File: src/rtl/puf_resp_ctrl_if.sv
// rtl/puf_resp_ctrl_if.sv - run control, ring-oscillator select and response signals of puf_resp_ctrl
interface puf_resp_ctrl_if #(
  parameter int N_BITS = 16
) ();
  logic              start;
  logic              abort;
  logic [7:0]        chal_seed;
  logic              cmp_bit;
  logic [7:0]        sel1;
  logic [7:0]        sel2;
  logic              ro_enable;
  logic              cnt_reset;
  logic              busy;
  logic              done;
  logic [N_BITS-1:0] response;
  logic              resp_valid;

  // Requester / measurement-stage side
  modport master (
    output start, abort, chal_seed, cmp_bit,
    input  sel1, sel2, ro_enable, cnt_reset, busy, done, response, resp_valid
  );

  // Controller side
  modport slave (
    input  start, abort, chal_seed, cmp_bit,
    output sel1, sel2, ro_enable, cnt_reset, busy, done, response, resp_valid
  );
endinterface

File: src/rtl/puf_resp_ctrl.sv
// rtl/puf_resp_ctrl.sv - ring-oscillator PUF sequencer: per-bit clear/measure/capture, response collection
module puf_resp_ctrl #(
  parameter int N_BITS     = 16,
  parameter int WIN_CYC    = 1024,
  parameter int SETTLE_CYC = 4
) (
  input  logic           clk,
  input  logic           reset,
  puf_resp_ctrl_if.slave bus
);

  localparam int IW   = (N_BITS > 1) ? $clog2(N_BITS) : 1;
  localparam int CMAX = (WIN_CYC > SETTLE_CYC) ? WIN_CYC : SETTLE_CYC;
  localparam int CW   = (CMAX > 1) ? $clog2(CMAX) : 1;

  localparam logic [2:0] S_IDLE = 3'd0;
  localparam logic [2:0] S_CLR  = 3'd1;
  localparam logic [2:0] S_RUN  = 3'd2;
  localparam logic [2:0] S_CAPT = 3'd3;
  localparam logic [2:0] S_NEXT = 3'd4;
  localparam logic [2:0] S_DONE = 3'd5;

  localparam logic [CW-1:0] SETTLE_LAST = CW'(SETTLE_CYC - 1);
  localparam logic [CW-1:0] WIN_LAST    = CW'(WIN_CYC - 1);
  localparam logic [IW-1:0] I_LAST      = IW'(N_BITS - 1);

  logic [2:0]        state, state_nxt;
  logic [CW-1:0]     cnt, cnt_nxt;
  logic [IW-1:0]     idx, idx_nxt;
  logic [7:0]        seed, seed_nxt;
  logic [N_BITS-1:0] shadow, shadow_nxt;
  logic              accept;
  logic              finish;
  logic [6:0]        idx7;
  logic [6:0]        sel_base;

  assign accept = (state == S_IDLE) && bus.start;
  assign finish = (state == S_DONE) && !bus.abort;

  // Selects for the pair being entered; 7-bit wrap keeps sel2 = sel1 + 1 distinct from sel1
  assign idx7     = 7'(idx_nxt);
  assign sel_base = seed_nxt[6:0] + {idx7[5:0], 1'b0};

  // Next-state, phase counter, bit index and shadow response; abort overrides every transition
  always_comb begin
    state_nxt  = state;
    cnt_nxt    = cnt;
    idx_nxt    = idx;
    seed_nxt   = seed;
    shadow_nxt = shadow;
    case (state)
      S_IDLE: begin
        if (bus.start) begin
          seed_nxt   = bus.chal_seed;
          idx_nxt    = '0;
          shadow_nxt = '0;
          cnt_nxt    = '0;
          state_nxt  = S_CLR;
        end
      end
      S_CLR: begin
        if (cnt == SETTLE_LAST) begin
          cnt_nxt   = '0;
          state_nxt = S_RUN;
        end else begin
          cnt_nxt = cnt + 1'b1;
        end
      end
      S_RUN: begin
        if (cnt == WIN_LAST) begin
          cnt_nxt   = '0;
          state_nxt = S_CAPT;
        end else begin
          cnt_nxt = cnt + 1'b1;
        end
      end
      S_CAPT: begin
        if (cnt == SETTLE_LAST) begin
          shadow_nxt[idx] = bus.cmp_bit;
          cnt_nxt         = '0;
          state_nxt       = S_NEXT;
        end else begin
          cnt_nxt = cnt + 1'b1;
        end
      end
      S_NEXT: begin
        if (idx == I_LAST) begin
          state_nxt = S_DONE;
        end else begin
          idx_nxt   = idx + 1'b1;
          state_nxt = S_CLR;
        end
      end
      S_DONE:  state_nxt = S_IDLE;
      default: state_nxt = S_IDLE;
    endcase
    if (bus.abort && (state != S_IDLE)) begin
      state_nxt = S_IDLE;
      cnt_nxt   = '0;
    end
  end

  // State registers plus outputs decoded from the next state so each output is registered yet aligned with its state
  always_ff @(posedge clk or negedge reset) begin
    if (!reset) begin
      state          <= S_IDLE;
      cnt            <= '0;
      idx            <= '0;
      seed           <= '0;
      shadow         <= '0;
      bus.sel1       <= '0;
      bus.sel2       <= '0;
      bus.ro_enable  <= 1'b0;
      bus.cnt_reset  <= 1'b0;
      bus.busy       <= 1'b0;
      bus.done       <= 1'b0;
      bus.response   <= '0;
      bus.resp_valid <= 1'b0;
    end else begin
      state         <= state_nxt;
      cnt           <= cnt_nxt;
      idx           <= idx_nxt;
      seed          <= seed_nxt;
      shadow        <= shadow_nxt;
      bus.busy      <= (state_nxt != S_IDLE);
      bus.ro_enable <= (state_nxt == S_RUN);
      bus.cnt_reset <= (state_nxt == S_CLR);
      bus.done      <= finish;
      if ((state_nxt == S_CLR) && (state != S_CLR)) begin
        bus.sel1 <= {1'b0, sel_base};
        bus.sel2 <= {1'b0, sel_base + 7'd1};
      end
      if (accept) begin
        bus.resp_valid <= 1'b0;
      end else if (finish) begin
        bus.response   <= shadow;
        bus.resp_valid <= 1'b1;
      end
    end
  end

endmodule

File: src/flat_wrapper.sv
// flat-port wrapper written by rule: the top's interface ports become plain ports
module puf_resp_ctrl_flat 
#(
  parameter int N_BITS     = 16,
  parameter int WIN_CYC    = 1024,
  parameter int SETTLE_CYC = 4
)
  (clk, reset, bus_start, bus_abort, bus_chal_seed, bus_cmp_bit, bus_sel1, bus_sel2, bus_ro_enable, bus_cnt_reset, bus_busy, bus_done, bus_response, bus_resp_valid);
  puf_resp_ctrl_if #(.N_BITS(N_BITS)) bus_i ();
  input  logic clk;
  input  logic reset;
  input wire logic [$bits(bus_i.start)-1:0] bus_start;
  input wire logic [$bits(bus_i.abort)-1:0] bus_abort;
  input wire logic [$bits(bus_i.chal_seed)-1:0] bus_chal_seed;
  input wire logic [$bits(bus_i.cmp_bit)-1:0] bus_cmp_bit;
  output wire logic [$bits(bus_i.sel1)-1:0] bus_sel1;
  output wire logic [$bits(bus_i.sel2)-1:0] bus_sel2;
  output wire logic [$bits(bus_i.ro_enable)-1:0] bus_ro_enable;
  output wire logic [$bits(bus_i.cnt_reset)-1:0] bus_cnt_reset;
  output wire logic [$bits(bus_i.busy)-1:0] bus_busy;
  output wire logic [$bits(bus_i.done)-1:0] bus_done;
  output wire logic [$bits(bus_i.response)-1:0] bus_response;
  output wire logic [$bits(bus_i.resp_valid)-1:0] bus_resp_valid;
  assign bus_i.start = bus_start;
  assign bus_i.abort = bus_abort;
  assign bus_i.chal_seed = bus_chal_seed;
  assign bus_i.cmp_bit = bus_cmp_bit;
  assign bus_sel1 = bus_i.sel1;
  assign bus_sel2 = bus_i.sel2;
  assign bus_ro_enable = bus_i.ro_enable;
  assign bus_cnt_reset = bus_i.cnt_reset;
  assign bus_busy = bus_i.busy;
  assign bus_done = bus_i.done;
  assign bus_response = bus_i.response;
  assign bus_resp_valid = bus_i.resp_valid;
  puf_resp_ctrl #(.N_BITS(N_BITS), .WIN_CYC(WIN_CYC), .SETTLE_CYC(SETTLE_CYC)) u_core (.clk(clk), .reset(reset), .bus(bus_i));
endmodule
File: config.mk
export PLATFORM = sky130hd
export DESIGN_NAME = puf_resp_ctrl_flat
export DESIGN_NICKNAME = d
export VERILOG_FILES = /design/src/rtl/puf_resp_ctrl_if.sv /design/src/rtl/puf_resp_ctrl.sv /design/src/flat_wrapper.sv
export SDC_FILE = /design/constraint.sdc
export NUM_CORES = 1
export LEC_CHECK = 0
export ABC_AREA = 1
export CORE_MARGIN = 4
export CORE_UTILIZATION = 52
export CTS_BUF_LIST = sky130_fd_sc_hd__clkbuf_8
export CTS_CLUSTER_SIZE = 24
export DETAILED_ROUTE_END_ITERATION = 8
export PLACE_DENSITY = 0.76
export SYNTH_ARGS = -nofsm -noshare
export SYNTH_HDL_FRONTEND = slang
export SYNTH_SLANG_ARGS = --single-unit
File: constraint.sdc
create_clock -name clk -period 7.2 [get_ports clk]
set_input_delay 2.16 -clock clk [delete_from_list [all_inputs] [get_ports clk]]
set_output_delay 2.16 -clock clk [all_outputs]
set_load 0.02 [all_outputs]
* Word level (Yosys, flattened, before mapping) *
Cells that the tools add are included.

operators by class
  $add $sub $neg = 4
  $lt $le $gt $ge = 2
  equality and inequality tests = 14
  muxes and demuxes = 25
  bitwise logic cells = 1
  reduce and logical (&&, ||, !) cells = 16

operator list
  operator                                             number
  2-to-1 mux 10 bit                                    4
  2-to-1 mux 16 bit                                    2
  case mux 16 bit (2 select lines)                     1
  case mux 10 bit (3 select lines)                     1
  2-to-1 mux 3 bit                                     6
  bitwise mux 16 bit                                   1
  case mux 3 bit (5 select lines)                      1
  2-to-1 mux 7 bit                                     2
  adder 10 x 1 -> 10 bit (second input constant)       1
  == test 10 bit (second input constant)               1
  == test 10 x 2 -> 1 bit (second input constant)      1
  == test 3 x 2 -> 1 bit (second input constant)       3
  2-to-1 mux 4 bit                                     2
  case mux 4 bit (2 select lines)                      1
  adder 7 x 1 -> 7 bit (second input constant)         1
  adder 7 x 5 -> 7 bit                                 1
  == test 3 x 1 -> 1 bit (second input constant)       2
  == test 3 bit (second input constant)                2
  nonzero test 3 bit                                   2
  logical AND 1 bit                                    5
  < comparator 4 x 5 -> 1 bit (second input constant)  1
  adder 4 x 1 -> 4 bit (second input constant)         1
  demux 1 bit (select 4 bit)                           1
  == test 4 bit (second input constant)                1
  14 further kinds                                     18

word-level totals
  register bits after elaboration = 75
  input port bits = 13
  output and inout port bits = 37
  word-level logic and storage cells = 75

* Depth between registers and ports, before layout *
Gate-level depths: netlist of run 1.

  word-level depth = 7
  depth in mapped cells = 20
  mapped depth without buffers = 20

* Worst setup path before layout of run 1 *
OpenSTA, ideal clock, no wires.

  path type = input-to-reg
  start = in bus_start
  end = reg u_core.bus.sel2[5]
  setup time = 0.117 ns
  data arrival time = 3.949 ns
  data required time = 7.083 ns
  setup slack = 3.134 ns
  cell stages on the path = 15
  buffers on the path = 1
  path through = buf_2 -> nand3_2 -> inv_2 -> nor2_1 -> nand2_1 -> nand2_1 -> ha_1 -> ha_1 -> inv_1 -> nor3_1 -> inv_1 -> nor2_1 -> nand3_1 -> nand3_1 -> nand2_1

on the way
  elaborated cells on any way between the ends = 11
  classes of those cells = add/sub: 2; eq/ne: 1; mux: 7; reduce/logical: 1

RTL lines
  element                          RTL line                RTL
  start, declared                  flat_wrapper.sv:12      input wire logic [$bits(bus_i.start)-1:0] bus_start;
  2-to-1 mux 4 bit                 puf_resp_ctrl.sv:53     if (bus.start) begin
  case mux 4 bit (2 select lines)  puf_resp_ctrl.sv:51     case (state)
  named net u_core.idx_nxt[0]      puf_resp_ctrl.sv:29     logic [IW-1:0] idx, idx_nxt;
  adder 7 x 5 -> 7 bit             puf_resp_ctrl.sv:42     assign sel_base = seed_nxt[6:0] + {idx7[5:0], 1'b0};
  named net u_core.sel_base[2]     puf_resp_ctrl.sv:35     logic [6:0] sel_base;
  adder 7 x 1 -> 7 bit             puf_resp_ctrl.sv:131    bus.sel2 <= {1'b0, sel_base + 7'd1};
  end signal, assigned             puf_resp_ctrl.sv:131
  end, declared                    puf_resp_ctrl_if.sv:27  output sel1, sel2, ro_enable, cnt_reset, busy, done, response, resp_valid

The timed path passes the listed nets, and every way through them passes these cells.
A chain may end at the register's enable or synchronous reset.

* Worst setup path after layout of run 1 *
Ends and elaborated chain as after synthesis.

==> results.txt, run 1 <==
In the synthesized netlist the dominant register cell turns out to be dfrtp_1. The largest stage delay on the critical path is 0.62 ns. The flop-to-flop setup slack came out at 4.36 ns.

By area the synthesized netlist is led by dfrtp_1, nand2_1, inv_1. Cells with a size suffix above 1 make up under 10% of the layout. The worst setup path is captured at a flop.

For this design the static power due to leakage is ~2.3 nW. The fraction of power spent switching nets is 39.7%. In this run the remaining antenna-violating nets after routing total 0. The worst slew margin relative to its limit is roughly 30%.

Wires add up to 7.88 mm. Setup total negative slack on the finished layout was measured at 0 ns. The library cell with the highest instance count after synthesis is nand2_1.

The maximum fanout encountered on the critical timing path came out at 10. The total congestion overflow after global routing came out at 0. The power per cell area came out at 320 mW/mm2. STA classifies the critical path startpoint as an input port. The height of the chip came out at 94.1 um. Summed over all instances, the cell type with the most area after synthesis is dfrtp_1. The number of max-cap violations is 0. Setup repair after global routing left no endpoint under its margin. The number of max-slew violations in the final report is 0. The die covers 0.00886 mm2. In this run, post-CTS repair resized a total of 0 instances. The share of synthesized flip-flops with an asynchronous set or reset is 100%. The worst path uses roughly 65% of the clock period. Row generation in the floorplan step produced 31 rows. The flow ran to the end, and the final reports show no timing, DRC or antenna violations.

The fraction of power consumed by combinational cells came out at 40.7%. The number of distinct standard cells referenced by the synthesized netlist came out at 39. The mean instance size in the synthesized netlist came out at between 7 and 8 um2. The sink of the worst hold path is u_core.bus.response[9].

The first-pass detailed-route iteration total came out at 4. The number of enable flip-flop cells after synthesis is 0. The horizontal die dimension is about 94 um.

The number of buffers created by CTS came out at 9. In this run, the clock network consumes 22.9% of the power. The cell with the largest stage delay on the worst path is clkdlybuf4s50_1. The post-layout total power is between 1 and 1.5 mW. The instance count after placement with tap cells included is around 620. The most prevalent standard cell on the critical path is nand2_1. Along the worst hold path, the cell count comes to 2. The clock period minus worst slack is roughly 4.7 ns. The post-CTS setup buffer count is 0. For the final database, setup skew stands at 0.0175 ns.

The final number of hold-violating endpoints came out at 0. The number of global-route vias before repair came out at between 3000 and 4000. The HPWL after detailed placement is between 5 and 6 mm. By count the netlist is led by nand2_1, dfrtp_1, inv_1. TritonCTS built the clock tree. The critical path in this run is classified as in -> reg.

The data required time of the worst path came out at ~7.5 ns. The arrival time at the worst endpoint came out at 4.96 ns. The number of cells on the worst reg-to-reg path is 16. The root cell of the clock tree is clkbuf_8. The endpoint of the lowest-slack register-to-register path is u_core.bus.sel2[5]. The quantity of hold-fixing buffers added after cts is 0. The top-area cell type share of the netlist area came out at ~50%.

For this run, design rule violations remaining after detail routing come to 0. The internal power component is 885 uW. The maximum number of buffers from clock root to sink is 2. The clock insertion delay at the later pin of the skew report came out at 0.36 ns. The maximum level of the CTS H-tree is 3.

The highest ir drop seen on vdd came out at approximately 0.00018 V. The tree built by TritonCTS fans out to 75 sinks. During synthesis, Yosys emitted a total of 0 warnings. The number of instances in the synthesized netlist is a little under 500.

The initial core utilization is a little over half. The total routing usage reported by global routing came out at roughly a fifth. The highest attainable clock frequency came out at 0.215 GHz.

The net switching power is roughly 580 uW. The wire length of the first global-routing pass came out at 13.9 mm. The number of top-level pins came out at 50. The clock-pin slew reported for the worst setup and hold paths after clock tree synthesis came out at approximately 0.08 ns.

The mapped cell area is approximately 0.0039 mm2. The initial antenna violation count is 0. The final estimated routing congestion in global placement came out at around 0.8. Relative to the synthesized area, the layout overhead comes to 19.2%.

Walking the worst path, the cells encountered are clkdlybuf4s50_1, nand3_2, inv_2, nor2_1, nand2_1, nand2_1, ha_1, ha_1, inv_1, nor3_1, inv_1, nor2_1, nand2_1, nand2_1, nand3_1, nand2_1. The average via count per standard cell came out at ~5. The portion of the post-synthesis area used by sequential elements came out at about half. The critical path contains buffers and inverters numbering 4 combined.

The final net count came out at 559. The largest net degree at the start of global routing is 76. In this run the critical register-to-register path is launched from u_core.state[1]. In this run the tool buffered the top-level ports with 46 buffer cells. The worst-margin pin slew is ~1.0 ns. In this run the worst hold path is classified as reg -> reg. Grouping stages by cell kind, the critical path spends the most delay in simple AND/OR/NAND/NOR gates. The worst path meets setup with ~2.5 ns of slack. Setup violations remaining at the end of the flow were counted as 0. The first-iteration detailed-routing DRC count is roughly 150.

The number of cells in the finished layout apart from fillers is 640. The core area came out at ~0.0072 mm2. Before CTS, the worst setup slack after placement is 2.19 ns. 0 antenna diodes ended up in the layout. The power share of the sequential group came out at between 30% and 40%. In this run the most critical hold path is launched from u_core.bus.response[9]. The count of vias placed by the detailed router came out at between 3000 and 4000. The flop and latch count out of synthesis came out at 75. The mean routed wirelength per cell came out at 12.3 um.
[tightest hold or removal path: cells and delay by family (launching register included)]
family	cells	cell delay [ns]
DFF	1	0.35
and+or+nand+nor	2	0.09
[layer usage]
| metal | track usage, % | up-vias | share of wire (%) |
|---|---|---|---|
| met3 | 4.33 | 7 | 3.4 |
| li1 | - | 1667 | - |
| met2 | 34.3 | 38 | 50 |
| met4 | 6.50 | 0 | 1.4 |
| met5 | 0 | - | 0 |
| met1 | 24.5 | 1531 | 45 |
[cells by family (layout without fill, tap and decap cells)]
kind of cell	count (synthesis)	in the layout	synth area share, %
other	1	2	0.0972
buffers and inverters	68	119	7.11
xor gates and xnor gates	5	5	1.14
DFF	75	75	48.7
and+or+nand+nor	265	265	29.3
adders and majority gates	10	10	3.24
AOI/OAI and AO/OA	65	65	10.4
[state kept, by name, indices dropped and copies added (netlist names)]
name,cells
u_core.bus.sel2,7
u_core.bus.busy,1
u_core.shadow,16
u_core.cnt,10
u_core.bus.done,1
u_core.state,3
u_core.bus.response,16
u_core.seed,7
u_core.bus.ro_enable,1
u_core.idx,4
u_core.bus.resp_valid,1
u_core.bus.sel1,7
u_core.bus.cnt_reset,1
[layout make-up]
type	instances	area [um2]
Fill cell	666	2620
Tap cell	99	124
Clock buffer	10	138
Timing Repair Buffer	47	465
Inverter	56	210
Sequential cell	75	1880
Clock inverter	6	72.6
Multi-Input combinational cell	347	1710
[worst max-delay path by stage]
stage | from | endpoint | slack (ns) | cells past startpoint
CTS | bus_start | u_core.bus.sel2[5] | 2.56 | 16
global placement | bus_start | u_core.bus.sel2[5] | 2.21 | 15
detailed placement | bus_start | u_core.bus.sel2[5] | 2.19 | 15
global route | bus_start | u_core.bus.sel2[5] | 2.25 | 16
finish | bus_start | u_core.bus.sel2[5] | 2.54 | 16
floorplan | bus_start | u_core.bus.sel2[5] | 3.13 | 15
[power groups by stage]
| stage | Sequential, mW | Clock [mW] | Combinational, mW |
|---|---|---|---|
| global placement | 0.542 | 0 | 0.586 |
| detailed placement | 0.543 | 0 | 0.601 |
| global route | 0.544 | 0.366 | 0.678 |
| CTS | 0.535 | 0.344 | 0.603 |
| floorplan | 0.593 | 0 | 0.370 |
| finish | 0.535 | 0.337 | 0.597 |
[metrics by stage]
step           utilization, %  cell area, um2  hold slack, ns
6_report                 63.7            4600           0.472
5_1_grt                  63.7            4600           0.506
4_1_cts                  63.7            4600           0.479
3_5_place_dp             60.8            4390           0.458
3_3_place_gp             60.8            4390           0.453
2_1_floorplan               -            3860           0.448
[cell usage in the layout, fill, tap and decap left out, types with 2 or more instances in the layout]
| master | Yosys | final |
|---|---|---|
| a21oi_1 | 9 | 9 |
| a311oi_1 | 2 | 2 |
| buf_4 | 2 | 2 |
| clkbuf_8 | 0 | 10 |
| clkdlybuf4s50_1 | 0 | 45 |
| clkinv_4 | 0 | 3 |
| conb_1 | 1 | 2 |
| dfrtp_1 | 75 | 75 |
| ha_1 | 10 | 10 |
| inv_1 | 50 | 50 |
| inv_2 | 6 | 6 |
| nand2_1 | 180 | 180 |
| nand3_1 | 27 | 27 |
| nand3b_1 | 2 | 2 |
| nand4_1 | 6 | 6 |
| nor2_1 | 30 | 30 |
| nor2_2 | 3 | 3 |
| nor3_1 | 5 | 5 |
| nor3_2 | 2 | 2 |
| o21ai_0 | 27 | 27 |
| o21ai_1 | 4 | 4 |
| o21ai_2 | 5 | 5 |
| o31ai_1 | 14 | 14 |
| or2_2 | 2 | 2 |
| xor2_1 | 4 | 4 |
Power figures use the tool's default switching activity.
==> run 2: changes to the inputs <==
--- a/config.mk
+++ b/config.mk
@@ -11,7 +11,7 @@
 export CTS_BUF_LIST = sky130_fd_sc_hd__clkbuf_8
 export CTS_CLUSTER_SIZE = 24
 export DETAILED_ROUTE_END_ITERATION = 8
-export PLACE_DENSITY = 0.76
+export PLACE_DENSITY = 0.79
 export SYNTH_ARGS = -nofsm -noshare
 export SYNTH_HDL_FRONTEND = slang
 export SYNTH_SLANG_ARGS = --single-unit
==> constraint.sdc (replaced) <==
create_clock -name clk -period 4.2 [get_ports clk]
set_input_delay 1.26 -clock clk [delete_from_list [all_inputs] [get_ports clk]]
set_output_delay 1.26 -clock clk [all_outputs]
set_load 0.02 [all_outputs]
==> run 2 against run 1 <==
Compared with the run above:
- routed wire length increased by 3.2%
- register-to-register slack got worse by 2.9 ns
- clock-buffer cell count decreased by 1
- via count increased by 1.9%
- sequential cell count unchanged
- utilization decreased by 0.36 points
- largest power group unchanged
- total power increased by 67%
- sequential share of layout area increased by 0.23 points
- setup slack got worse by 1.9 ns
- worst hold slack got worse by 0.00078 ns
==> results.txt, run 2 (same netlist as run 1, synthesis figures left out) <==
The leakage power summed over all cells is between 2 and 2.5 nW. Setup repair after global routing left no endpoint under its margin. After floorplanning, the core was sized to cover a little over 0.007 mm2. TritonCTS built the clock tree.

Entering global routing, the biggest net connects 76 pins. The routed wire length is 8.13 mm. Before antenna repair, the detailed router went through 5 iterations. The routed layout has ~3300 vias. Leaving out fill and tap cells, the most frequent cell in the layout is nand2_1. The number of max-slew violations in the final report is 0. The remaining antenna violation count came out at 0. CTS saw 75 sinks. The highest attainable clock frequency is 0.280 GHz. The average via count per standard cell came out at around 5.1. The number of max-cap violations came out at 0. The worst-margin pin slew came out at between 0.9 and 1 ns. The total routing usage reported by global routing is 19.9%. The height of the chip is between 90 and 100 um. The congestion estimate from routability-driven global placement came to around 0.85.

The root cell of the clock tree is clkbuf_8. The maximum level of the CTS H-tree is 3. The total congestion overflow after global routing is 0. The most critical setup path has its startpoint at bus_start. The hold path startpoint is u_core.bus.response[6]. After legalization and detailed placement, the total HPWL measured around 5.8 mm.

The clock period minus worst slack is 3.57 ns. The total negative slack for setup checks is 0 ns. The final net count is roughly 560. The flow ran to the end, and the final reports show no timing, DRC or antenna violations.

Buffers inserted to repair hold after CTS numbered 0. The portion of the clock cycle consumed by the worst path in the final layout came out at between 80% and 90%. The tightest min-delay check is of the reg -> reg type. The clock insertion delay at the later pin of the skew report came out at ~0.35 ns. The largest registers in the layout are u_core.bus.response (16), u_core.shadow (16), u_core.cnt (10). The clock skew came out at 0.00807 ns. The post-CTS setup buffer count came out at 0. The final number of hold-violating endpoints came to 0.

The initial utilization of the core area, before any placement, comes to a little over half. Setup violations remaining at the end of the flow were counted as 0. In this run the horizontal extent of the chip is roughly 94 um.

STA puts the critical path data required time at approximately 4.5 ns. The die outline area is about 0.0089 mm2. The initial antenna violation count is 0.

Pin placement for this block handled 50 I/O pins. The maximum number of buffers from clock root to sink is 2. STA classifies the critical path endpoint as a flop. The maximum fanout encountered on the critical timing path came out at 8.

In this run the critical register-to-register path is launched from u_core.idx[0]. The first-iteration detailed-routing DRC count is roughly 200. The arrival time at the worst endpoint is between 3 and 4 ns.

The number of cells upsized or downsized after cts is 0. Buffers inserted during clock tree synthesis total 9. The share of layout cells above drive strength 1 came out at under 10%. Clock-pin slew was measured on the worst setup and hold paths at 0.08 ns.

The final antenna diode count came out at 0. The worst slew margin relative to its limit is 38.4%. The startpoint type of the worst setup path is an input port.

Once placement finished, the instance area stood at roughly 0.0044 mm2. The post-layout total power is roughly 2.4 mW. The relative area change from synthesis to final layout is 18.5%.

The area of all placed cells without fillers came out at between 0.004 and 0.005 mm2. The power per cell area came out at between 500 and 600 mW/mm2. The wire length of the first global-routing pass came out at between 10 and 15 mm. The DRC violation count after routing came out at 0. The count of buffers from port buffering is 46.

The worst-case IR drop observed on VDD is 0.000338 V. The number of placement rows is 31. Dividing the detail-routed wire length by the instance count gives about 13 um. The worst setup path is of the in -> reg kind. The number of global-route vias before repair came out at 3124. In the layout the commonest cells are nand2_1, dfrtp_1, inv_1.
run 2: report_power, final:
part / switching, mW / internal (mW) / total [mW]
registers: 0.0663 / 0.852 / 0.919
clock network: 0.274 / 0.212 / 0.486
logic: 0.665 / 0.378 / 1.04
run 2: per-stage QoR:
stage	utilization, %	setup WS [ns]	hold WS [ns]	instances
detailed placement	61.0	0.287	0.458	626
finish	63.3	0.625	0.472	642
floorplan	-	1.03	0.448	490
global placement	61.0	0.340	0.453	626
CTS	63.3	0.642	0.478	642
global route	63.3	0.320	0.499	642
run 2: area by class of cell:
type                            instances  area [um2]
Clock buffer                            9         124
Clock inverter                          7        45.0
Fill cell                             643        2650
Inverter                               56         210
Multi-Input combinational cell        347        1710
Sequential cell                        75        1880
Tap cell                               99         124
Timing Repair Buffer                   49         480
run 2: path summary, 6_finish.rpt:
check,slack (ns),depth (start not counted),end
max in group asynchronous,2.55,1,u_core.cnt[2]
setup reg to reg,1.48,16,u_core.bus.sel2[5]
hold / removal,0.47,2,u_core.bus.response[6]
min in group asynchronous,1.04,1,u_core.shadow[7]
setup / recovery,0.63,15,u_core.bus.sel2[5]
hold reg to reg,0.47,2,u_core.bus.response[6]
run 2: worst max-delay path: stages:
cell and delay [ns]:
clkdlybuf4s50_1 0.64, nand3_2 0.13, inv_2 0.19, nor2_1 0.09, nand2_1 0.06, nand2_1 0.06, ha_1 0.25, ha_1 0.36
inv_1 0.08, nor3_1 0.19, inv_1 0.08, nor2_1 0.18, nand3_1 0.10, nand3_1 0.09, nand2_1 0.05
run 2: routing by layer:
layer  routed length [um]  global-route usage (%)  vias to the layer above
met5                    0                       0                        -
met4                  151                    7.94                        0
met3                  301                    4.09                       13
met2                 4020                    32.8                       67
met1                 3660                    25.5                     1561
li1                     -                       -                     1662
==> run 3: changes to the inputs <==
--- a/config.mk
+++ b/config.mk
@@ -11,7 +11,8 @@
 export CTS_BUF_LIST = sky130_fd_sc_hd__clkbuf_8
 export CTS_CLUSTER_SIZE = 24
 export DETAILED_ROUTE_END_ITERATION = 8
-export PLACE_DENSITY = 0.79
+export DONT_BUFFER_PORTS = 1
+export PLACE_DENSITY = 0.7
 export SYNTH_ARGS = -nofsm -noshare
 export SYNTH_HDL_FRONTEND = slang
 export SYNTH_SLANG_ARGS = --single-unit
==> run 3 against run 2 <==
Compared with the run above:
- die area unchanged
- non-clock buffer count decreased by 47
- sequential cell count unchanged
- setup slack improved by 0.59 ns
- worst hold slack improved by 0.013 ns
- sequential share of layout area increased by 4.5 points
- fmax increased by 20%
- first-iteration DRC count decreased by 21%
- total power decreased by 6.1%
- final cell count decreased by 7.3%
- clock power increased by 6.6%
- sequential power increased by 11%
- critical path type unchanged
- highest routed layer unchanged
==> results.txt, run 3 (same netlist as run 1, synthesis figures left out) <==
The initial antenna violation count is 0. The critical path buffer and inverter count is 3. The first-iteration detailed-routing DRC count came out at 155. For this run, design rule violations remaining after detail routing come to 0.

TritonCTS built the clock tree. The first-pass detailed-route iteration total came out at 4. The share of layout cells above drive strength 1 came out at approximately 8.9%.

The mean routed wirelength per cell came out at 12.8 um. The portion of the clock cycle consumed by the worst path in the final layout is 71.1%. The tree is rooted in a clkbuf_8. The initial core utilization came out at about 53%. The core utilization of the finished layout came out at about 57%. The number of max-cap violations is 0.

Data arrives at the worst endpoint at 3.24 ns. Between clock sinks in the finished design, the worst skew comes to ~0.015 ns. The sort of element at the end of the critical path is a flop. The horizontal die dimension is 94.1 um. The area occupied by multi-input gates is between 0.0015 and 0.002 mm2. The most prevalent standard cell on the critical path is nand2_1. The clock period minus worst slack came out at ~3 ns.

The number of cells upsized or downsized after cts is 0. The initialized floorplan defines 31 standard-cell rows. The count of vias placed by the detailed router came out at about 3100. Entering global routing, the biggest net connects 76 pins.

The count of final setup violators came out at 0. The clock net sink count came out at between 70 and 80. The clock-pin slew reported for the worst setup and hold paths after clock tree synthesis came out at 0.08 ns. The fill cell instance count of the final layout is 699. 50 I/O pins were placed. The total negative slack for setup checks is 0 ns.

The remaining antenna violation count came out at 0. The category of the critical setup timing path is in -> reg. At the end of routability-driven placement, the weighted congestion stood at 0.843.

The startpoint type of the worst setup path is an input port. The data required time of the worst path is approximately 4.5 ns. The wire length of the first global-routing pass is 13.2 mm. The number of buffers created by CTS came out at 9. The die is about 94 um tall. The largest registers in the layout are u_core.bus.response (16), u_core.shadow (16), u_core.cnt (10).

The maximum level of the CTS H-tree came out at 3. The total routing usage reported by global routing came out at about a fifth. The slowest stage of the critical path belongs to the cell ha_1.

For the pin with the worst max-slew slack, the measured transition is around 0.57 ns. The post-CTS setup buffer count is 0. In this run the tightest slew margin relative to its limit is around 62%. Summed over all layers, the global routing overflow is 0.

Buffers placed on the I/O ports in this run total 0. Along the worst path, the maximum fanout reaches 10. The largest stage delay on the critical path came out at roughly 0.36 ns.

The final number of hold-violating endpoints is 0. In the layout the commonest cells are nand2_1, dfrtp_1, inv_1. Leaving out filler cells and counting taps, the final layout contains 595. Summing all placed instances gives a cell area of slightly below 0.004 mm2. The core area is 0.00721 mm2.

The area growth from synthesis to layout is 6.78%. In this run the power density over the cells is approximately 560 mW/mm2. Leaving out fill and tap cells, the most frequent cell in the layout is nand2_1. The highest ir drop seen on vdd is 0.000399 V. The clock insertion delay at the later pin of the skew report is around 0.36 ns. The critical path goes through nand3_2, inv_2, nor2_1, nand2_1, nand2_1, ha_1, ha_1, inv_1, nor3_1, inv_1, nor2_1, nand3_1, nand3_1, nand2_1. The die outline area is slightly below 0.009 mm2. The worst hold path belongs to the class reg -> reg. The routed wire length is ~7.6 mm.

The storage element area came out at 0.00188 mm2. The number of placed instances, taps included, is around 580. The average via count per standard cell came out at about 5.1.

The wire-length estimate of the detail-placed layout is between 5 and 6 mm. The finished cells cover 0.00412 mm2. The leakage power summed over all cells is ~2.1 nW.

The number of max-slew violations in the final report was 0. The final net count is around 510. The maximum number of buffers from clock root to sink is 2.

Setup repair after global routing left no endpoint under its margin. The highest attainable clock frequency came out at about 0.33 GHz. The quantity of hold-fixing buffers added after cts is 0. In this design, the largest share of critical-path delay is due to simple AND/OR/NAND/NOR gates. The post-route worst hold slack is between 0.4 and 0.5 ns.

The number of global-route vias before repair came to just under 3000. The run finished with clean final reports. The final antenna diode count came out at 0.
==> run 3: cell count changes in the layout (fill, tap and decap cells not counted), moves of 2 or more <==
cell	change
clkdlybuf4s50_1	-45
clkinv_2	-4
clkinvlp_4	+3
buf_4	-2
clkinv_4	-2
inv_6	+2
==> run 3: worst paths after layout <==
kind                                   start                 endpoint  slack (ns)  cells after the start
max                                bus_start       u_core.bus.sel2[5]        1.21                     14
min                        u_core.shadow[13]  u_core.bus.response[13]        0.48                      2
max reg2reg                  u_core.state[0]       u_core.bus.sel2[5]        1.41                     15
min reg2reg                u_core.shadow[13]  u_core.bus.response[13]        0.48                      2
max in group asynchronous              reset            u_core.cnt[0]        3.49                      0
min in group asynchronous              reset   u_core.bus.response[1]        0.59                      0
==> run 3: per-stage QoR <==
stage	worst slack, ns	power, mW
floorplan	1.03	1.65
global placement	0.810	1.78
detailed placement	0.816	1.80
CTS	1.19	2.33
global route	0.951	2.49
finish	1.21	2.30
==> run 3: worst min-delay path: cells and delay by family (launching register included) <==
family           cells  cell delay (ns)
DFF                  1             0.35
and+or+nand+nor      2             0.10
==> run 3: power breakdown <==
group          leakage (nW)  switching [mW]  internal (mW)
registers              1.00           0.172          0.852
logic                 0.986           0.513          0.244
clock network        0.0804           0.296          0.222
total                  2.07           0.980           1.32
==> run 3: final cells by class <==
cell class                 instances  share of cell area [%]
sequential                        75                    45.6
multi-input combinational        347                    41.5
inverter                          56                    5.10
clock buffer                       9                    3.01
tap                               99                    3.01
clock inverter                     7                    1.43
timing repair buffer               2                   0.365
==> run 3: metal layers <==
| layer | track usage (%) | part of all wire, % | up-vias |
|---|---|---|---|
| met2 | 29.7 | 47 | 53 |
| met1 | 23.9 | 46 | 1425 |
| met4 | 9.87 | 2.8 | 0 |
| li1 | - | - | 1571 |
| met5 | 0 | 0 | - |
| met3 | 4.65 | 4.1 | 15 |
